<file path="src/rtl/imem_boot_loader_if.sv">
// rtl/imem_boot_loader_if.sv - boot byte stream and instruction memory bus bundle
//
// Ports (signals):
//   rx_data   [7:0]            boot byte from the source
//   rx_valid                   rx_data valid
//   rx_ready                   loader accepts rx_data this cycle
//   pc        [INST_WIDTH-1:0] CPU fetch address
//   mem_we                     byte write strobe to instruction memory
//   mem_addr  [ADDR_WIDTH-1:0] memory byte address
//   mem_wdata [7:0]            byte to write
// Modports: master = byte source / CPU / memory side, slave = loader.
interface imem_boot_loader_if #(
    parameter int ADDR_WIDTH = 5,
    parameter int INST_WIDTH = 32
);
    logic [7:0]            rx_data;
    logic                  rx_valid;
    logic                  rx_ready;
    logic [INST_WIDTH-1:0] pc;
    logic                  mem_we;
    logic [ADDR_WIDTH-1:0] mem_addr;
    logic [7:0]            mem_wdata;

    modport master (
        output rx_data, rx_valid, pc,
        input  rx_ready, mem_we, mem_addr, mem_wdata
    );

    modport slave (
        input  rx_data, rx_valid, pc,
        output rx_ready, mem_we, mem_addr, mem_wdata
    );
endinterface

</file>
<file path="src/rtl/imem_boot_loader.sv">
// rtl/imem_boot_loader.sv - loads a length/payload/XOR-checksum frame into instruction memory
//
// Ports:
//   CLK        clock, rising edge
//   RST        asynchronous active-low reset
//   start      one-cycle request to begin a load (honoured in IDLE, RUN, ERROR)
//   bus        imem_boot_loader_if.slave: rx byte stream, CPU pc, memory write port
//   cpu_rst_n  CPU reset, released only while a valid image is running
//   busy       load in progress
//   done       image valid, CPU running
//   error      load failed, held until the next start
//   byte_count payload bytes written in the current load
module imem_boot_loader #(
    parameter int ADDR_WIDTH = 5,
    parameter int INST_WIDTH = 32
) (
    input  logic                  CLK,
    input  logic                  RST,
    input  logic                  start,
    imem_boot_loader_if.slave     bus,
    output logic                  cpu_rst_n,
    output logic                  busy,
    output logic                  done,
    output logic                  error,
    output logic [ADDR_WIDTH:0]   byte_count
);
    typedef enum logic [2:0] {
        IDLE, LEN_LO, LEN_HI, DATA, CHECK, RUN, ERROR
    } state_t;

    localparam logic [16:0] MAX_LEN = 17'(1) << ADDR_WIDTH;

    state_t                state_q;
    state_t                state_nxt;
    logic [15:0]           length_q;
    logic [7:0]            acc_q;
    logic                  wr_en_q;
    logic [ADDR_WIDTH-1:0] wr_addr_q;
    logic [7:0]            wr_data_q;

    logic                  rx_ready;
    logic                  xfer;
    logic                  load_req;
    logic [15:0]           len_rx;
    logic                  len_ok;
    logic                  last_byte;
    logic                  unused_pc;

    assign rx_ready  = (state_q == LEN_LO) || (state_q == LEN_HI) ||
                       (state_q == DATA)   || (state_q == CHECK);
    assign xfer      = bus.rx_valid && rx_ready;
    assign load_req  = start && ((state_q == IDLE) || (state_q == RUN) || (state_q == ERROR));

    // Full length as it will be once the high byte lands this cycle.
    assign len_rx    = {bus.rx_data, length_q[7:0]};
    assign len_ok    = (len_rx != 16'd0) && ({1'b0, len_rx} <= MAX_LEN) && (len_rx[1:0] == 2'b00);
    assign last_byte = (16'(byte_count) + 16'd1) == length_q;

    always_ff @(posedge CLK or negedge RST) begin
        if (!RST) begin
            state_q <= IDLE;
        end else begin
            state_q <= state_nxt;
        end
    end

    always_comb begin
        state_nxt = state_q;
        case (state_q)
            IDLE, RUN, ERROR: if (start) state_nxt = LEN_LO;
            LEN_LO:           if (xfer) state_nxt = LEN_HI;
            LEN_HI:           if (xfer) state_nxt = len_ok ? DATA : ERROR;
            DATA:             if (xfer && last_byte) state_nxt = CHECK;
            CHECK:            if (xfer) state_nxt = (bus.rx_data == acc_q) ? RUN : ERROR;
            default:          state_nxt = IDLE;
        endcase
    end

    // byte_count doubles as the write pointer; the length check keeps it
    // below 2**ADDR_WIDTH for every byte actually written.
    always_ff @(posedge CLK or negedge RST) begin
        if (!RST) begin
            length_q   <= '0;
            acc_q      <= '0;
            byte_count <= '0;
            wr_en_q    <= 1'b0;
            wr_addr_q  <= '0;
            wr_data_q  <= '0;
        end else begin
            wr_en_q <= 1'b0;
            if (load_req) begin
                length_q   <= '0;
                acc_q      <= '0;
                byte_count <= '0;
            end
            if (xfer) begin
                case (state_q)
                    LEN_LO: length_q[7:0]  <= bus.rx_data;
                    LEN_HI: length_q[15:8] <= bus.rx_data;
                    DATA: begin
                        wr_en_q    <= 1'b1;
                        wr_addr_q  <= byte_count[ADDR_WIDTH-1:0];
                        wr_data_q  <= bus.rx_data;
                        byte_count <= byte_count + (ADDR_WIDTH+1)'(1);
                        acc_q      <= acc_q ^ bus.rx_data;
                    end
                    default: ;
                endcase
            end
        end
    end

    assign bus.rx_ready  = rx_ready;
    assign bus.mem_we    = wr_en_q;
    assign bus.mem_wdata = wr_data_q;
    // Fetch path is the only combinational output: the CPU sees its own pc while running.
    assign bus.mem_addr  = ((state_q == RUN) && !wr_en_q) ? bus.pc[ADDR_WIDTH-1:0] : wr_addr_q;

    assign busy      = rx_ready;
    assign done      = (state_q == RUN);
    assign cpu_rst_n = (state_q == RUN);
    assign error     = (state_q == ERROR);

    assign unused_pc = ^bus.pc[INST_WIDTH-1:ADDR_WIDTH];
endmodule
</file>
<file path="src/flat_wrapper.sv">
// flat-port wrapper written by rule: the top's interface ports become plain ports
module imem_boot_loader_flat 
#(
    parameter int ADDR_WIDTH = 5,
    parameter int INST_WIDTH = 32
)
  (CLK, RST, start, cpu_rst_n, busy, done, error, byte_count, bus_rx_data, bus_rx_valid, bus_pc, bus_rx_ready, bus_mem_we, bus_mem_addr, bus_mem_wdata);
  imem_boot_loader_if #(.ADDR_WIDTH(ADDR_WIDTH), .INST_WIDTH(INST_WIDTH)) bus_i ();
  input  logic CLK;
  input  logic RST;
  input  logic start;
  output logic cpu_rst_n;
  output logic busy;
  output logic done;
  output logic error;
  output logic [ADDR_WIDTH:0] byte_count;
  input wire logic [$bits(bus_i.rx_data)-1:0] bus_rx_data;
  input wire logic [$bits(bus_i.rx_valid)-1:0] bus_rx_valid;
  input wire logic [$bits(bus_i.pc)-1:0] bus_pc;
  output wire logic [$bits(bus_i.rx_ready)-1:0] bus_rx_ready;
  output wire logic [$bits(bus_i.mem_we)-1:0] bus_mem_we;
  output wire logic [$bits(bus_i.mem_addr)-1:0] bus_mem_addr;
  output wire logic [$bits(bus_i.mem_wdata)-1:0] bus_mem_wdata;
  assign bus_i.rx_data = bus_rx_data;
  assign bus_i.rx_valid = bus_rx_valid;
  assign bus_i.pc = bus_pc;
  assign bus_rx_ready = bus_i.rx_ready;
  assign bus_mem_we = bus_i.mem_we;
  assign bus_mem_addr = bus_i.mem_addr;
  assign bus_mem_wdata = bus_i.mem_wdata;
  imem_boot_loader #(.ADDR_WIDTH(ADDR_WIDTH), .INST_WIDTH(INST_WIDTH)) u_core (.CLK(CLK), .RST(RST), .start(start), .bus(bus_i), .cpu_rst_n(cpu_rst_n), .busy(busy), .done(done), .error(error), .byte_count(byte_count));
endmodule
</file>
<file path="config.mk">
export PLATFORM = sky130hd
export DESIGN_NAME = imem_boot_loader_flat
export DESIGN_NICKNAME = d
export VERILOG_FILES = /design/src/rtl/imem_boot_loader_if.sv /design/src/rtl/imem_boot_loader.sv /design/src/flat_wrapper.sv
export SDC_FILE = /design/constraint.sdc
export NUM_CORES = 1
export LEC_CHECK = 0
export ABC_AREA = 1
export ABC_CLOCK_PERIOD_IN_PS = 1670
export BUFFER_PORTS_ARGS = -buffer_cell sky130_fd_sc_hd__buf_4
export CAP_MARGIN = 5
export CORE_UTILIZATION = 47
export DETAILED_ROUTE_END_ITERATION = 10
export PLACE_DENSITY = 0.76
export SKIP_CTS_REPAIR_TIMING = 1
export SLEW_MARGIN = 5
export SYNTH_ARGS = -nofsm -noshare
export SYNTH_HDL_FRONTEND = slang
export SYNTH_SLANG_ARGS = --single-unit
</file>
<file path="constraint.sdc">
create_clock -name CLK -period 1.67 [get_ports CLK]
set_clock_uncertainty 0.15 [all_clocks]
set_input_delay 0.0835 -clock CLK [delete_from_list [all_inputs] [get_ports CLK]]
set_output_delay 0.0835 -clock CLK [all_outputs]
set_load 0.03 [all_outputs]
</file>
# Word level (Yosys, flattened, before mapping)
# Cells that the tools add are included.
# Widths: inputs -> output; s select.
[word_totals]
register_bits = 47
latchBits = 0
ram_bits = 0
mem_bits_ro = 0
output_inout_bits = 25
wordCells = 63
mem_count = 0
[op_classes]
add_sub_neg = 2
multipliers = 0
n_div = 0
order_cmp = 1
eq_ne = 13
n_shift = 0
mux = 21
bitwise = 1
n_reduce_logical = 18
[ops]
columns = ["op", "n"]
rows = [
  ["$mux 8", 5],
  ["$mux 16", 2],
  ["$mux 3", 6],
  ["$mux 6", 3],
  ["$eq 16x16->1", 1],
  ["$le 16x6->1 const B", 1],
  ["$reduce_bool 16->1", 1],
  ["$pmux 3 s5", 1],
  ["$eq 3x3->1 const B", 3],
  ["$eq 8x8->1", 1],
  ["$xor 8x8->8", 1],
  ["$add 6x1->7 const B", 1],
  ["$add 6x1->6 const B", 1],
  ["$eq 3x2->1 const B", 2],
  ["$logic_and 1x1->1", 6],
  ["$ne 2x1->1 const B", 3],
  ["$logic_or 1x1->1", 5],
  ["$mux 5", 1],
  ["$reduce_and 5->1", 1],
  ["$ne 2x2->1 const B", 2],
  ["$eq 3x1->1 const B", 1],
  ["$logic_not 3->1", 1],
  ["$reduce_or 3->1", 1],
  ["$logic_not 2->1", 1],
  ["other kinds (4)", 5],
]

# Logic depth before layout (Yosys ltp)
# Gate-level depths: netlist (run 1).
[depth]
word_depth = 8
mapped_depth = 13

# Least setup slack after synthesis (run 1)
# Ideal clock, no wire load.
[synth_path]
path_type = "register to register"
start = "register u_core.byte_count[0]"
end = "register u_core.state_q[1]"
setup_ps = 117
arrival_time_ps = 1666
slack_ps = -263
stages_incl_launch_ff = 12
period_less_slack_ps = 1933
cell_sequence = "dfrtp_1 -> ha_1 -> nand2_2 -> nor2_2 -> nand2_1 -> xnor2_1 -> nor2_1 -> nand3_1 -> nand2_2 -> nand2_2 -> nand2_1 -> nand2_1"
[synth_via]
elab_chain_len = 5
[synth_rtl]
columns = ["element", "line_no", "rtl"]
rows = [
  ["start: declaration", "imem_boot_loader.sv:25", "output logic [ADDR_WIDTH:0] byte_count"],
  ["start signal: assignment", "imem_boot_loader.sv:104", "byte_count <= byte_count + (ADDR_WIDTH+1)'(1);"],
  ["$add 6x1->7", "imem_boot_loader.sv:57", "assign last_byte = (16'(byte_count) + 16'd1) == length_q;"],
  ["$eq 16x16->1", "imem_boot_loader.sv:57", ""],
  ["$logic_and 1x1->1", "imem_boot_loader.sv:73", "DATA: if (xfer && last_byte) state_nxt = CHECK;"],
  ["$ne 2x2->1 (no source line)", "--", ""],
  ["$reduce_and 5->1 (no source line)", "--", ""],
  ["end signal: assignment", "imem_boot_loader.sv:63", "state_q <= state_nxt;"],
  ["end: declaration", "imem_boot_loader.sv:33", "state_t state_q;"],
]
# Every way passes these cells.
# A chain may end at the register's enable or synchronous reset.

# Final worst setup path (run 1)
[layout_path]
start = "register u_core.state_q[1]"
end = "output port bus_mem_addr[3]"
[layout_via]
elab_chain_len = 3
[layout_rtl]
columns = ["element", "line_no", "rtl"]
rows = [
  ["$eq 3x3->1", "imem_boot_loader.sv:117", "assign bus.mem_addr = ((state_q == RUN) && !wr_en_q) ? bus.pc[ADDR_WIDTH-1:0] : wr_addr_q;"],
  ["$logic_and 1x1->1", "imem_boot_loader.sv:117", ""],
  ["$mux 5", "imem_boot_loader.sv:117", ""],
  ["end: declaration", "flat_wrapper.sv:22", "output wire logic [$bits(bus_i.mem_addr)-1:0] bus_mem_addr;"],
]
# Every way passes these cells.

==> impl_results.md, run 1 <==
* Hold Path Cell Cnt at 3
* Synth area leaders: dfrtp_1 (48%), nand3_1 (9.3%), nand2_1 (8.8%)
* Core Region at 4880 sq um
* Crit path from: u_core.state_q[1]
* CTS Buf Count at 5
* Distinct cells, synth at 29
* Comb power frac at 58.5%
* Initial DRT Pass Iterations at 4
* Final min period at 1.89 ns
* Multi-input logic area at 1320 sq um
* Max FO, Critical Path at 6
* Sw Share at 44.3%
* Most frequent cells in the layout: nand2_1 (49), buf_4 (48), dfrtp_1 (45)
* Placer Congestion at 0.835
* # H-tree levels at 2
* CP arrival at 1.66 ns
* Synthesized area at 2470 sq um
* Peak Freq at 529 MHz
* Share of power burned in the clock network at 11.2%
* Worst setup SP type: flip-flop
* Global-route wire length before repair at 8.88 mm
* Layout Nets at 411
* Worst-Margin Slew at 0.585 ns
* Overflow after GRT at 0
* Pint at 3.45 mW
* Hold Fails Final Rpt at 7
* Reg power frac at 30.3%
* Switching power at 2.74 mW
* Synth Register Bits at 47
* Largest net degree at the start of global routing at 48
* Hold_ws at -0.0146 ns
* Cell Chain, Critical Path: nor2_4 -> nand2_2 -> or2_4 -> mux2_4 -> buf_6
* RSZ-0062 raised after global routing: yes
* # IOs at 69
* PortBufs at 41
* Post-route ant nets at 0
* Reg2reg start: u_core.byte_count[0]
* CTS clk-pin slew, worst paths at 0.09 ns
* Top cell type's share of synthesized area at 47.7%
* DRC violations left at 0
* Critical Path End Type: output pin
* Average size of a mapped cell at 8.39 sq um
* Total Wirelength at 6.52 mm
* Pre-CTS WS at -0.0743 ns
* Die area at 5540 sq um
* Failing checks: negative hold slack, negative setup slack
* Final WS setup at -0.220 ns
* Slowest Stage Delay on Critical Path at 0.42 ns
* Slew Viols, Final at 0
* Area delta synth->final at 43.0%
* Fillers at 378
* FF/Latch Area at 1180 sq um
* Worst path required time at 1.44 ns
* CTS root buf: clkbuf_8
* Vias in the first global route at 1940
* CTS tree: done
* Hold path startpoint: bus_rx_data[5]
* Crit-path slowest cell: dfrtp_1
* Clock Latency Late Sink at 0.30 ns
* DP Wirelength at 3.84 mm
* Max IR drop VDD at 0.000940 V
* Period utilization at 113%
* Net count of the mapped netlist at 339
* Via/cell ratio at 5.13
* Routed via count at 2226
* Synth Instances at 294
* Total power at 6.19 mW
* Initial DRC Count at 105
* Routed wire per std cell at 15.0 microns
* Initial core utilization at 50.5%
* Setup violators final at 23
* N_diodes at 0
* TritonCTS sink count at 47
* Static power due to leakage at 1.72 nW
* Row cnt at 25
* Gr usage total at 21.2%
* Worst Reg-to-Reg Cells at 12
* Max-cap violation count at 0
* Cell taking the most area after synthesis: dfrtp_1
* P per Cell Area at 1760 nW/um^2
* Die Y at 74.4 microns
* Fraction of layout cells with a size suffix above 1 at 41.1%
* Sequential fraction of the synthesis area at 47.7%
* Initial antenna violation count at 0
* Commonest non-fill, non-tap cell in the layout: nand2_1
* Slew HR at 61.0%
* CTS Buffer Depth at 2
* Warnings, synthesis at 0
* Crit Path Class: flip-flop to output pin
* Outcome: finished, violations left
* Die X-Extent at 74.4 microns
* Hold Path Class: input port to flip-flop
==> state kept, by name, summed over array words and instances (netlist names) <==
name,count
u_core.acc_q,8
u_core.length_q,16
u_core.bus.mem_wdata,8
u_core.byte_count,6
u_core.wr_addr_q,5
u_core.bus.mem_we,1
u_core.state_q,3
==> kinds of logic (layout without fill, tap and decap cells) <==
kind of cell,after synthesis,in the layout,synth area share [%]
buffers and inverters,49,121,9.28
adder cells (fa/ha/maj),1,1,0.507
flip-flops,47,47,47.7
AO/OA/AOI/OAI,42,42,9.23
AND/OR/NAND/NOR,138,139,25.7
XOR/XNOR,13,13,5.17
multiplexers,4,4,2.44
==> per-stage QoR <==
stage	util (%)	cells	cell area, sq um	TNS, ns	hold slack [ns]
floorplan	-	294	2490	-0.207	-0.362
global placement	59.6	401	2910	-0.0332	-0.0251
detailed placement	59.6	401	2910	-0.213	-0.0214
CTS	61.4	409	3000	-2.00	-0.353
global route	72.3	434	3530	-4.67	0.00631
finish	72.3	434	3530	-1.71	-0.0146
==> per-layer routing <==
layer / part of all wire, % / vias to the layer above / track usage (%)
met5: 0 / - / 0
met4: 2.7 / 0 / 6.92
met3: 4.8 / 17 / 3.79
met2: 50 / 64 / 36.6
met1: 43 / 1044 / 27.0
li1: - / 1101 / -
==> synth_stat cells (all sizes together) <==
master  number
or2          1
inv         36
ha           1
mux2         4
nand3       46
nand4        4
o21ai       37
nor4         1
clkbuf       3
dfrtp       47
xor2         5
o22ai        1
nor3         2
buf         10
nand2       65
xnor2        7
a21oi        3
xnor3        1
o21bai       1
nor2        19
==> power by group through the flow <==
stage               combinational [mW]  clock [mW]  sequential [mW]
detailed placement                2.69           0             1.85
CTS                               2.69       0.709             1.82
floorplan                         1.65           0             2.07
global placement                  2.62           0             1.83
global route                      3.91       0.754             1.91
finish                            3.62       0.696             1.88
==> area by class of cell <==
cell class	count	area share, %
multi-input combinational	199	37.3
sequential	47	33.4
timing repair buffer	77	20.4
inverter	36	3.97
tap	67	2.38
clock buffer	6	2.06
clock inverter	2	0.461
==> worst max-delay path: cells and delay by family, from the launching register on <==
family | cells | cell delay (ns)
simple gates | 3 | 0.48
mux | 1 | 0.32
buf+inv | 1 | 0.14
flops | 1 | 0.42
==> final timing paths <==
kind	end	slack [ns]
worst min register to register	u_core.wr_addr_q[1]	0.34
worst max register to register	u_core.state_q[2]	-0.14
min in group asynchronous	u_core.length_q[6]	0.19
max in group asynchronous	u_core.byte_count[1]	0.77
worst min-delay path	u_core.length_q[5]	-0.01
worst max-delay path	bus_mem_addr[3]	-0.22
Power figures use the tool's default switching activity.
==> run 2, diff against run 1 <==
--- a/config.mk
+++ b/config.mk
@@ -6,12 +6,11 @@
 export NUM_CORES = 1
 export LEC_CHECK = 0
 export ABC_AREA = 1
-export ABC_CLOCK_PERIOD_IN_PS = 1670
+export ABC_CLOCK_PERIOD_IN_PS = 1800
 export BUFFER_PORTS_ARGS = -buffer_cell sky130_fd_sc_hd__buf_4
-export CAP_MARGIN = 5
-export CORE_UTILIZATION = 47
+export CORE_UTILIZATION = 52
 export DETAILED_ROUTE_END_ITERATION = 10
-export PLACE_DENSITY = 0.76
+export PLACE_DENSITY = 0.8
 export SKIP_CTS_REPAIR_TIMING = 1
 export SLEW_MARGIN = 5
 export SYNTH_ARGS = -nofsm -noshare
==> constraint.sdc (replaced) <==
create_clock -name CLK -period 1.8 [get_ports CLK]
set_clock_uncertainty 0.15 [all_clocks]
set_input_delay 0.09 -clock CLK [delete_from_list [all_inputs] [get_ports CLK]]
set_output_delay 0.09 -clock CLK [all_outputs]
set_load 0.03 [all_outputs]
==> run 2 against run 1 <==
Against the previous run: the flow finishes with violations (design-rule violations, negative hold slack, negative setup slack); cell count shrank 6.9%; die area shrank 9.4%; power shrank 18%; highest routed layer unchanged.
==> impl_results.md, run 2 (same netlist as run 1, synthesis figures left out) <==
* Static power due to leakage at 1.57 nW
* CTS clk-pin slew, worst paths at 0.09 ns
* Failing checks: design-rule violations, negative hold slack, negative setup slack
* Vias in the first global route at 1933
* Post-route ant nets at 0
* Initial antenna violation count at 0
* Die Y at 70.9 microns
* Routed wire per std cell at 13.7 microns
* CP bufs+invs at 2
* # H-tree levels at 2
* Via/cell ratio at 5.24
* Period utilization at 111%
* CTS tree: done
* Critical Path End Type: output pin
* Die X-Extent at 70.9 microns
* Total Wirelength at 5.53 mm
* Area delta synth->final at 26.3%
* # IOs at 69
* Final WS setup at -0.191 ns
* Setup violators final at 10
* Slowest Stage Delay on Critical Path at 0.43 ns
* Global-route wire length before repair at 8.78 mm
* Most frequent cells in the layout: nand2_1 (54), buf_4 (50), nand3_1 (46)
* Max-cap violation count at 0
* Commonest non-fill, non-tap cell in the layout: nand2_1
* Largest Register: u_core.length_q
* CP delay by family, top: simple AND/OR/NAND/NOR gates
* Core Region at 4440 sq um
* Placer Congestion at 0.837
* Max IR drop VDD at 0.000806 V
* Worst-Margin Slew at 0.595 ns
* Gr usage total at 22.5%
* Register-to-register setup slack at -0.09 ns
* Peak Freq at 502 MHz
* Max FO, Critical Path at 6
* DRC violations left at 8
* Hold Path Class: input port to flip-flop
* Die area at 5020 sq um
* Total power at 5.08 mW
* P per Cell Area at 1630 nW/um^2
* Fraction of layout cells with a size suffix above 1 at 29.0%
* Initial DRT Pass Iterations at 7
* CTS Buf Count at 5
* Initial core utilization at 55.5%
* Initial DRC Count at 127
* RSZ-0062 raised after global routing: yes
* Routed via count at 2116
* Final min period at 1.99 ns
* Hold_ws at -0.0174 ns
* DP Wirelength at 3.78 mm
* CTS root buf: clkbuf_8
* CTS Buffer Depth at 2
* CP arrival at 1.75 ns
* Fillers at 375
* Worst path required time at 1.56 ns
* Hold Fails Final Rpt at 3
* Row cnt at 24
* Crit-path slowest cell: dfrtp_1
* N_diodes at 0
* Crit Path Class: flip-flop to output pin
* Largest net degree at the start of global routing at 48
* PortBufs at 41
* Total negative slack at -1.18 ns
* Clock Latency Late Sink at 0.30 ns
* Cell Chain, Critical Path: inv_4 -> nor2_4 -> nand2_2 -> or2_4 -> mux2_4 -> buf_6
* Max FFs per register at 16
* Overflow after GRT at 0
* Layout Nets at 396
* Outcome: finished, violations left
* Slew HR at 60.3%
* Worst setup SP type: flip-flop
* Slew Viols, Final at 0
* TritonCTS sink count at 47
-- run 2: cell count changes in the layout (fill, tap and decap cells not counted), moves of 7 or more --
cell and change:
dlygate4sd3_1 -7, nand3_1 +27, nand3_2 -27, o21ai_0 +20, o21ai_1 -15
-- run 2: final cells by class --
| class | instances | area [sq um] | share of cell area, % |
|---|---|---|---|
| Clock buffer | 8 | 100 | 3.21 |
| Multi-Input combinational cell | 198 | 1110 | 35.7 |
| Inverter | 36 | 138 | 4.42 |
| Sequential cell | 47 | 1180 | 37.8 |
| Timing Repair Buffer | 63 | 522 | 16.7 |
| Tap cell | 52 | 65.1 | 2.09 |
-- run 2: stage by stage --
step,area (sq um),worst slack (ns),cells,utilization (%)
2_1_floorplan,2480,0.0234,294,-
3_3_place_gp,2830,0.0411,381,63.6
3_5_place_dp,2830,0.0260,381,63.6
4_1_cts,2930,-0.255,389,65.8
5_1_grt,3120,-0.232,404,70.1
6_report,3120,-0.191,404,70.1
-- run 2: path summary, 6_finish.rpt --
check                                           from                    to  depth (start not counted)
worst max-delay path               u_core.state_q[0]       bus_mem_addr[3]                          6
worst min-delay path                  bus_rx_data[5]       u_core.acc_q[5]                          3
worst max register to register  u_core.byte_count[0]     u_core.state_q[2]                         12
worst min register to register   u_core.wr_addr_q[1]   u_core.wr_addr_q[1]                          2
max in group asynchronous                        RST  u_core.byte_count[0]                          2
min in group asynchronous                        RST   u_core.wr_addr_q[4]                          2
-- run 2: layer usage --
| metal | global-route usage [%] | up-vias | wire length, microns |
|---|---|---|---|
| met5 | 0 | - | 0 |
| met4 | 8.67 | 0 | 99 |
| met3 | 4.84 | 11 | 207 |
| met2 | 37.0 | 48 | 2740 |
| met1 | 29.4 | 996 | 2490 |
| li1 | - | 1061 | - |
-- run 2: worst min-delay path, stage by stage --
cell,delay (ns)
buf_4,0.09
xnor2_1,0.13
o21ai_0,0.08
-- run 2: power breakdown --
part	switching, mW	internal [mW]	total (mW)
logic	1.58	1.09	2.67
clock network	0.355	0.351	0.707
registers	0.260	1.44	1.70
